<file path="src/rtl/cacheline_arbiter.sv">
// -----------------------------------------------------------------------------
// cacheline_arbiter
//
// Shares one cacheline adaptor between the instruction cache (read-only) and
// the data cache (read / write-back). One adaptor transaction runs at a time.
// The winner's address, operation and write line are latched at grant, so the
// caches may change their request inputs while the transaction is in flight.
// After every completion the arbiter spends one RELEASE cycle with the adaptor
// request low before it arbitrates again.
//
// Ports:
//   clk, reset          clock; asynchronous active-low reset
//   i_address/i_read    I-cache request (level)
//   i_rdata/i_resp      line back to the I-cache, one-cycle completion strobe
//   d_address/d_read/   D-cache request (level); read+write together is a write
//   d_write/d_wdata
//   d_rdata/d_resp      line back to the D-cache, one-cycle completion strobe
//   a_address/a_read/   request to the cacheline adaptor
//   a_write/a_wdata
//   a_rdata/a_resp      adaptor read line and completion
//
// Parameters:
//   FIXED_DPRIO  0: round-robin on a tie, 1: the D-cache always wins a tie
//   ADDR_W       address width
//   LINE_W       cacheline width
// -----------------------------------------------------------------------------
module cacheline_arbiter #(
    parameter bit FIXED_DPRIO = 1'b0,
    parameter int ADDR_W      = 32,
    parameter int LINE_W      = 256
) (
    input  logic              clk,
    input  logic              reset,
    input  logic [ADDR_W-1:0] i_address,
    input  logic              i_read,
    output logic [LINE_W-1:0] i_rdata,
    output logic              i_resp,
    input  logic [ADDR_W-1:0] d_address,
    input  logic              d_read,
    input  logic              d_write,
    input  logic [LINE_W-1:0] d_wdata,
    output logic [LINE_W-1:0] d_rdata,
    output logic              d_resp,
    output logic [ADDR_W-1:0] a_address,
    output logic              a_read,
    output logic              a_write,
    output logic [LINE_W-1:0] a_wdata,
    input  logic [LINE_W-1:0] a_rdata,
    input  logic              a_resp
);

    typedef enum logic [1:0] {
        IDLE    = 2'd0,
        SERVE_I = 2'd1,
        SERVE_D = 2'd2,
        RELEASE = 2'd3
    } state_t;

    typedef enum logic [1:0] {
        OP_NONE  = 2'd0,
        OP_READ  = 2'd1,
        OP_WRITE = 2'd2
    } op_t;

    state_t            state_q, state_d;
    op_t               op_q, op_d;
    logic [ADDR_W-1:0] addr_q, addr_d;
    logic [LINE_W-1:0] wdata_q, wdata_d;
    // 1 = the last grant went to the D-cache
    logic              last_grant_d_q, last_grant_d_d;

    logic              req_i_s;
    logic              req_d_s;
    logic              grant_d_s;

    // Arbitration: decide which cache would win if we granted this cycle.
    always_comb begin
        req_i_s   = i_read;
        req_d_s   = d_read | d_write;
        grant_d_s = 1'b0;
        if (req_i_s && req_d_s) begin
            // On a tie, round-robin favours whoever did not win last time.
            grant_d_s = FIXED_DPRIO ? 1'b1 : ~last_grant_d_q;
        end else begin
            grant_d_s = req_d_s;
        end
    end

    // Next-state, latch control and adaptor/cache outputs.
    always_comb begin
        state_d        = state_q;
        op_d           = op_q;
        addr_d         = addr_q;
        wdata_d        = wdata_q;
        last_grant_d_d = last_grant_d_q;
        a_address      = {ADDR_W{1'b0}};
        a_wdata        = {LINE_W{1'b0}};
        a_read         = 1'b0;
        a_write        = 1'b0;
        i_resp         = 1'b0;
        d_resp         = 1'b0;

        case (state_q)
            IDLE: begin
                if (req_i_s || req_d_s) begin
                    last_grant_d_d = grant_d_s;
                    if (grant_d_s) begin
                        state_d = SERVE_D;
                        addr_d  = d_address;
                        op_d    = d_write ? OP_WRITE : OP_READ;
                        wdata_d = d_wdata;
                    end else begin
                        state_d = SERVE_I;
                        addr_d  = i_address;
                        op_d    = OP_READ;
                        wdata_d = {LINE_W{1'b0}};
                    end
                end else begin
                    state_d = IDLE;
                end
            end
            SERVE_I, SERVE_D: begin
                a_address = addr_q;
                a_wdata   = wdata_q;
                a_read    = (op_q == OP_READ);
                a_write   = (op_q == OP_WRITE);
                if (a_resp) begin
                    // Completion strobe is combinational with the adaptor's.
                    i_resp  = (state_q == SERVE_I);
                    d_resp  = (state_q == SERVE_D);
                    state_d = RELEASE;
                end else begin
                    state_d = state_q;
                end
            end
            RELEASE: begin
                // One quiet cycle so the adaptor sees its request drop.
                state_d = IDLE;
            end
            default: begin
                state_d = IDLE;
            end
        endcase
    end

    // State and latched-request registers.
    always_ff @(posedge clk or negedge reset) begin
        if (!reset) begin
            state_q        <= IDLE;
            op_q           <= OP_NONE;
            addr_q         <= {ADDR_W{1'b0}};
            wdata_q        <= {LINE_W{1'b0}};
            last_grant_d_q <= 1'b1;
        end else begin
            state_q        <= state_d;
            op_q           <= op_d;
            addr_q         <= addr_d;
            wdata_q        <= wdata_d;
            last_grant_d_q <= last_grant_d_d;
        end
    end

    // Read line fans out to both caches; forced to zero while in reset.
    assign i_rdata = reset ? a_rdata : {LINE_W{1'b0}};
    assign d_rdata = reset ? a_rdata : {LINE_W{1'b0}};

endmodule
</file>
<file path="config.mk">
export PLATFORM = sky130hd
export DESIGN_NAME = cacheline_arbiter
export DESIGN_NICKNAME = d
export VERILOG_FILES = /design/src/rtl/cacheline_arbiter.sv
export SDC_FILE = /design/constraint.sdc
export NUM_CORES = 1
export LEC_CHECK = 0
export BUFFER_PORTS_ARGS = -buffer_cell sky130_fd_sc_hd__buf_4
export CAP_MARGIN = 20
export CORE_AREA = 2 2 538 540
export DETAILED_ROUTE_END_ITERATION = 10
export DIE_AREA = 0 0 540 542
export GPL_TIMING_DRIVEN = 0
export PLACE_DENSITY = 0.34
export SYNTH_ARGS = -nofsm -noshare
export SYNTH_HDL_FRONTEND = slang
export SYNTH_SLANG_ARGS = --single-unit
</file>
<file path="constraint.sdc">
create_clock -name clk -period 1.63 [get_ports clk]
set_input_delay 0.0815 -clock clk [delete_from_list [all_inputs] [get_ports clk]]
set_output_delay 0.0815 -clock clk [all_outputs]
set_load 0.02 [all_outputs]
</file>
==> run summary <==
Setup repair after global routing could not meet its margin everywhere. The post-placement setup slack came out at -1.49 ns. In the detailed route, the total length drawn on met3 is 13.7 mm. From synthesis to final layout, the design area changed by 150%.

Area fraction of the dominant cell type after synthesis: 44.4%. The worst path in the final design needs a cycle of 2.36 ns, including I/O delays and setup. The tools report the area occupied by multi-input gates as 0.00728 mm². The run finished, with violations left.

The type of destination of the critical path was an output pin. In this run, synthesis inferred 0 flip-flops with an integrated enable. For this run, the share of the core covered by cells in the final layout is 14.3%. Cell with the most instances after synthesis: sky130_fd_sc_hd__and2_1. During synthesis, Yosys emitted a total of 0 warnings. After synthesis, the largest family of logic cells by area is simple AND/OR/NAND/NOR gates. The final critical-path share of the clock period was 145%; the minimum setup slack in the final design was -0.732 ns. The wire length of the first global-routing pass is 230 mm.

The average vias per placed instance was 2.75. TritonCTS built the clock tree. At the end of routability-driven placement, the weighted congestion stood at 0.883. The maximum ir drop on the vdd rail was 0.00125 V; the post-synth net total was 2190. The cell at the root of the clock tree is sky130_fd_sc_hd__clkbuf_16. Registers take 0.00733 mm².

The synthesized netlist devotes 15.2% of its cell area to compound gates. In the synthesized netlist, mux cells make up 1.94% of the area. Number of search-and-repair iterations in the first detailed-routing pass: 4. For this block, the initial DRC count from the detailed router was 946. The total overflow left after global routing is 0.

The I/O pin count is 1386. The startpoint class of the critical path was a register. The synthesis-stage register bit count works out to 293. For the pin with the worst max-slew slack, the measured transition is 0.751 ns.

By count the netlist is led by 545 x sky130_fd_sc_hd__and2_1, 292 x sky130_fd_sc_hd__dfrtp_1, 264 x sky130_fd_sc_hd__buf_4. For the post-route clock skew, the log shows 0.0430 ns. Pin count of the biggest net entering global routing: 100. The run gives 423 MHz as the fmax. Dividing the detail-routed wire length by the instance count gives 25.3 µm.

For the arrival time at the worst endpoint, the log shows 2.28 ns. The run gives 0.0165 mm² as the synthesized area. Clock tree synthesis found a total of 293 sinks. Once layout is complete, the cells apart from fillers number 7303. The sequential share of the synthesized area is 44.5%, and the total instance count after detailed placement is 6775. The setup path with the least slack is of type reg2out. The worst slew margin relative to its limit came out at 49.7%. The final reports fail on setup timing.

In the synthesized netlist the dominant register cell turns out to be sky130_fd_sc_hd__dfrtp_1. For the leakage power of the design, the log shows 19.5 nW. Once detailed placement completed, the half-perimeter wirelength came to 155 mm. The detailed-route wire length is 185 mm. The post-synthesis share of cell area spent on full adders, half adders and majority gates was 0.304%.

Number of CTS-inserted buffers: 43. The final layout contains 4051 nets. The simple logic cell fraction of the synthesized area came out at 21.8%.

Max-cap violations in this run came to 0. For the effective utilization at floorplan, the log shows 5.74%. The logs give 1604 for the number of standard cells after synthesis and 0.0411 mm² for the final non-filler cell area. Setup violations remaining at the end of the flow were counted as 927.

The number of fillers in the final layout is 32800. For the global-route usage over all layers, the log shows 11.9%. The count of standard-cell rows was 197. The die span in x came out at 540 µm. In this run the power density over the cells is 1730 mW/mm². Summing the areas of all xor and xnor instances in the mapped netlist gives 0% of the synthesized area. The die covers 0.293 mm². For the initial antenna violation count, the log shows 81. The via count was 20100. The peak fanout along the critical path was 7. Summing all placed instances gives a cell area of 0.0317 mm². In this run the number of H-tree levels came out at 2. For the standard cell core area, the log shows 0.287 mm². Port buffering added 1385 buffers. Of all cell types, the one taking the most synthesized area is sky130_fd_sc_hd__dfrtp_1. Clock-pin slew was measured on the worst setup and hold paths at 0.06 ns. The tools report the via count of the first global-routing pass as 21600. Data on the critical path is required at its endpoint by 1.55 ns. The overall power is 71.3 mW, and the count of nets left with antenna violations after detail routing is 0. The synthesized area per cell was 10.3 µm²; the unique cell type count in the Yosys netlist was 27. Ranked by total cell area, the synthesized netlist is headed by sky130_fd_sc_hd__dfrtp_1 44%, sky130_fd_sc_hd__and2_1 21%, sky130_fd_sc_hd__a22o_1 14%.

In the detailed route, the total length drawn on met2 is 94.5 mm. The post-route worst hold slack was 0.119 ns; the final total negative setup slack was -334.94 ns. For the worst-skew pair, the clock arrives at the later sink with an insertion delay of 0.63 ns.

The final-report hold violation count was 0. The remaining design rule violation count was 0; the overall die height was 542 µm. Counting flops with an async set or reset pin after synthesis yields a share of 100%. In the final layout, the share of cells above drive strength 1 is 65.8%. The largest buffer count on any clock path is 3. The highest layer touched by signal routing is met5. The number of max-slew violations in the final report is 0, and the routed length on met1 is 70.6 mm. The worst hold path belongs to the class in2reg.
==> registers in the layout, summed over array words and instances (netlist names) <==
name,flops
state_q,2
addr_q,32
last_grant_d_q,1
op_q,2
wdata_q,256
==> layer usage <==
layer	vias up	global-route usage (%)
li1	8928	-
met1	9872	13.3
met2	956	21.6
met3	241	3.69
met4	92	3.17
met5	-	0
==> cell usage in the layout (no fill, tap or decap), drive strengths merged, types with 3 or more instances in the layout <==
| cell type | n |
|---|---|
| inv | 8 |
| a22o | 255 |
| buf | 1787 |
| clkbuf | 137 |
| nor2 | 3 |
| clkinvlp | 4 |
| mux2i | 32 |
| ha | 4 |
| bufbuf | 5 |
| dlygate4sd3 | 330 |
| dfrtp | 292 |
| o21ai | 33 |
| clkinv | 8 |
| diode | 26 |
| nand2 | 35 |
| and2 | 545 |
==> critical path, stage by stage, from the launching register on <==
cell	delay, ns
sky130_fd_sc_hd__dfrtp_1	0.37
sky130_fd_sc_hd__inv_2	0.07
sky130_fd_sc_hd__ha_4	0.32
sky130_fd_sc_hd__buf_12	0.14
sky130_fd_sc_hd__clkbuf_16	0.18
sky130_fd_sc_hd__clkbuf_16	0.19
sky130_fd_sc_hd__and2_4	0.18
sky130_fd_sc_hd__buf_6	0.13
==> logic make-up (layout without fill, tap and decap cells) <==
| kind of cell | Yosys count | in the layout |
|---|---|---|
| AND/OR/NAND/NOR | 589 | 589 |
| buffers and inverters | 388 | 2280 |
| AO/OA/AOI/OAI | 298 | 298 |
| flip-flops | 293 | 293 |
| multiplexers | 32 | 32 |
| adder cells (fa/ha/maj) | 4 | 4 |
| other | 0 | 26 |
==> repair_timing <==
action / CTS / global route
pin swaps: 11 / 15
gates cloned: 33 / 12
setup endpoints to repair: 1095 / 1216
hold endpoints to repair: 486 / 4
buffers inserted: 39 / 13
resized for setup: 824 / 191
hold buffers: 336 / 1
==> worst paths after layout <==
path                             from            to  slack (ns)  depth (start not counted)
min in group asynchronous       reset    addr_q[16]        0.13                          3
max reg2reg                state_q[1]  wdata_q[224]       -0.50                         12
min                            i_read     addr_q[4]        0.12                          5
max                        state_q[0]    a_wdata[1]       -0.73                          7
min reg2reg                 addr_q[9]     addr_q[9]        0.48                          2
max in group asynchronous       reset  wdata_q[143]        0.36                          7
==> report_power, final <==
part           switching (mW)  leakage, nW  internal [mW]
sequential               2.02         3.74           10.4
clock                    4.17        0.689           5.59
combinational            23.7         15.1           25.5
==> layout make-up <==
cell class	instances	share of cell area [%]
plain buffers	380	8.92
diodes	26	0.158
inverters	4	0.0365
clock inverters	17	0.374
clock buffers	59	3.06
flip-flops and latches	293	17.8
multi-input cells	923	17.7
repair buffers	1820	40.4
well taps	3781	11.5
No activity file was read; power rests on OpenSTA's default activity.
